--- src/rtl/g_lfsr128_checker_sat_counter.sv ---
// sat_counter
// W-bit up counter that sticks at all-ones instead of wrapping.
//   clk, rst : clock and asynchronous active-high reset
//   inc      : add one this cycle (ignored once saturated)
//   clr      : synchronous clear, wins over inc
//   count    : current value
module sat_counter #(
   parameter int W = 32
) (
   input  logic         clk,
   input  logic         rst,
   input  logic         inc,
   input  logic         clr,
   output logic [W-1:0] count
);

   // Clear beats increment so a clear issued alongside a counted event
   // leaves the counter at zero.
   always_ff @(posedge clk or posedge rst) begin
      if (rst) begin
         count <= '0;
      end else if (clr) begin
         count <= '0;
      end else if (inc && (count != '1)) begin
         count <= count + 1'b1;
      end
   end

endmodule

--- config.mk ---
export PLATFORM = sky130hd
export DESIGN_NAME = sat_counter
export DESIGN_NICKNAME = d
export VERILOG_FILES = /design/src/rtl/g_lfsr128_checker_sat_counter.sv
export SDC_FILE = /design/constraint.sdc
export NUM_CORES = 1
export LEC_CHECK = 0
export ABC_AREA = 1
export BUFFER_PORTS_ARGS = -buffer_cell sky130_fd_sc_hd__buf_2
export CORE_UTILIZATION = 30
export CTS_CLUSTER_DIAMETER = 150
export DETAILED_ROUTE_END_ITERATION = 16
export GPL_TIMING_DRIVEN = 0
export PLACE_DENSITY = 0.46
export SLEW_MARGIN = 10
export SYNTH_ARGS = -nofsm -noshare
export SYNTH_HDL_FRONTEND = slang
export SYNTH_SLANG_ARGS = --single-unit
export TNS_END_PERCENT = 50
--- constraint.sdc ---
create_clock -name clk -period 1.6 [get_ports clk]
set_clock_uncertainty 0.05 [all_clocks]
set_input_delay 0.08 -clock clk [delete_from_list [all_inputs] [get_ports clk]]
set_output_delay 0.08 -clock clk [all_outputs]
set_load 0.005 [all_outputs]
==> run summary <==
Hold Crit Depth: 4
Fin util: 44.46%
Synth area leader: dfrtp_1
CP max FO: 5
Yosys cell types: 29
Biggest regs: count x32
Placement Cell Area: 2611 µm²
All-layer global routing usage: 21.09%
CTS tree: yes
Initial DRT Pass Iterations: 4
Critical Path Start Type: register
DRC: 0
Routed len/inst: 13.86 µm
FF+latch count, synth: 32
Slew headroom: 52.74%
Synth Area in Adders: 0.5501%
Pre-CTS setup slack: -379.4 ps
Dpl cells: 494
Commonest cells in the netlist: 143 x nand2_1, 55 x nor2_1, 34 x inv_1
Design Area, Final: 3242 µm²
Min-delay worst type: primary input to register
Critical-path top delay cell: dfrtp_1
Dpl hpwl: 4984 µm
Violated checks: setup timing
Pwr Density: 528.7 nW/µm²
Tcrit/Tclk final: 106.0%
Syn nets: 365
Setup Viol. Count Final: 29
GP Congestion: 0.8531
Min Tclk post-route: 1696 ps
Status: complete, but fails checks
Vias in the first global route: 2,386
Num CTS Buffers: 5
Drt first-iter violations: 79
# IOs: 36
WP buf/inv: 2
N_diodes: 0
Crit. End Element: register
Ys Warns: 0
XOR/XNOR Fraction of Synth Area: 1.540%
Largest family of logic cells by synthesized area: simple AND/OR/NAND/NOR gates
Slew of the pin with the lowest slew margin: 707.9 ps
Layout cells sized above 1: 34.62%
RSZ-0062 raised after global routing: yes
Ranking of synthesized cells by area: dfrtp_1 35%, nand2_1 24%, nor2_1 9.1%
Post-DRT Antenna Nets: 0
Setup ws final: -96.41 ps
Fin. Hold Viols: 0
Hold EP: count[2]
Simple-gate share of the synthesized area: 48.90%
WP data arrival: 1830 ps
Clock buffer depth: 2
Fraction of registers with async set/reset: 100.0%
Yosys top cell area share: 35.20%
Worst reg-to-reg setup slack: -100 ps
Final cell count without fillers: 538
CP Cell Sequence: nand2_2 -> nor2_2 -> nand2_2 -> nor2_8 -> nand2_4 -> nand2_8 -> nand2_8 -> buf_8 -> buf_6 -> nand2_1 -> o21ai_1
Core outline area: 7292 µm²
Nets: 444
Synth Area in Compound Gates: 5.556%
Reg2Reg Depth: 11
Die Width: 89.08 µm
Post-synthesis mux area share: 0%
Biggest register: count
Max reg flops: 32
GRT Residual Overflow: 0
HP Start: clr
Clk sinks: 32
Sequential area share after synthesis: 35.20%
Crit path max-delay family: simple AND/OR/NAND/NOR gates
Most numerous cell in the Yosys netlist: nand2_1
Worst-Skew Late Latency: 290 ps
Largest stage delay, worst path: 400 ps
Largest net degree at the start of global routing: 33
CTS H-Tree Depth: 2
Initial antenna violation count: 0
Max Freq: 589.5 MHz
Slew Limit Fails: 0
Die Y: 89.08 µm
Post-synth EDFFs: 0
CP required: 1730 ps
PortBufs: 35
DR vias/cell: 4.717
First-pass GRT wire length: 12,420 µm
Max cap viols: 0
Reg clk slew, reported paths: 80 ps
Syn Std Cell Area: 2275 µm²
Num rows: 31
Area grow syn2layout: 42.52%
Avg Inst Size Synth: 6.319 µm²
Starting Density: 31.19%
Syn Inst Count: 360
Worst r2r src: count[8]
Crit path kind: register to register
Root Driver: clkbuf_8
Ys flop type: dfrtp_1
Via count: 2,538
Lkg Pwr: 0.001595 µW
Detailed Route WL: 7459 µm
Die ar.: 7934 µm²
Worst vdd ir: 0.2640 mV
RR Endpoint: count[15]
## through the flow
step / total power, µW / hold slack [ps] / setup TNS, ps
2_1_floorplan: 902.1 / 146.2 / -1820
3_3_place_gp: 943.1 / 329.8 / -9338
3_5_place_dp: 943.5 / 192.4 / -9323
4_1_cts: 1734 / 9.295 / -1821
5_1_grt: 1796 / 39.65 / -4831
6_report: 1714 / 15.50 / -1516
## area by class of cell
cell class                 instances  area [µm²]
buffer                             8       91.34
clock buffer                       7       96.34
fill                             806        4050
inverter                          36       135.1
multi-input combinational        284        1466
sequential                        32       818.3
tap                               99       123.9
timing repair buffer              72       510.5
## how the worst max path moves through the flow
| stage | to | cells past startpoint | from |
|---|---|---|---|
| finish | count[15] | 11 | count[8] |
| global route | count[15] | 12 | count[1] |
| CTS | count[15] | 12 | count[0] |
| detailed placement | count[18] | 10 | count[1] |
| global placement | count[18] | 10 | count[1] |
| floorplan | count[11] | 12 | count[1] |
## worst reg2reg max path: cells and delay by family (launching register included)
family,cells,cell delay [ps]
and+or+nand+nor,8,820
AOI/OAI and AO/OA,1,50
DFF,1,400
buffers and inverters,2,270
## placed cells by master (no fill, tap or decap), types with 3 or more instances in the layout
cell,netlist,final
nand2_1,143,122
nor2_1,55,44
buf_8,1,4
clkbuf_1,3,3
xor2_1,3,3
o21ai_1,1,5
nand3_1,30,29
clkbuf_8,0,7
nand4_1,10,10
buf_4,0,30
nand2_4,4,5
nand2_2,3,21
o21ai_0,13,8
buf_6,1,4
nor2_4,1,8
o21ai_2,3,4
dfrtp_2,0,14
buf_2,3,35
nor2_2,4,8
dfrtp_1,32,18
inv_1,34,33
## where the power goes
group / leakage, µW / total (µW) / switching (µW) / internal [µW]
clock: 0.0000503 / 722 / 337 / 384
combinational: 0.00112 / 175 / 101 / 74.0
sequential: 0.000422 / 818 / 5.23 / 812
total: 0.00159 / 1710 / 444 / 1270
## cell families after synthesis
logic type / after synthesis
AO/OA/AOI/OAI: 22
XOR/XNOR: 4
adder cells (fa/ha/maj): 1
buffers and inverters: 44
flip-flops: 32
AND/OR/NAND/NOR: 257
## what timing repair did
action                                  CTS  global route
buffers inserted                         23            11
resized for setup                        47            26
endpoints found under the setup margin   32            32
hold buffers                              1             0
pin swaps                                11             8
cloned                                    2             0
hold endpoints to repair                 32             0
## metal layers
metal	GRT usage (%)	up-vias	part of all wire [%]
met3	4.155	14	4.8
met5	0	-	0
met1	28.02	1180	48
li1	-	1284	-
met4	6.782	0	2.1
met2	34.55	60	45
Note: power is estimated with default switching activity, not from simulation.
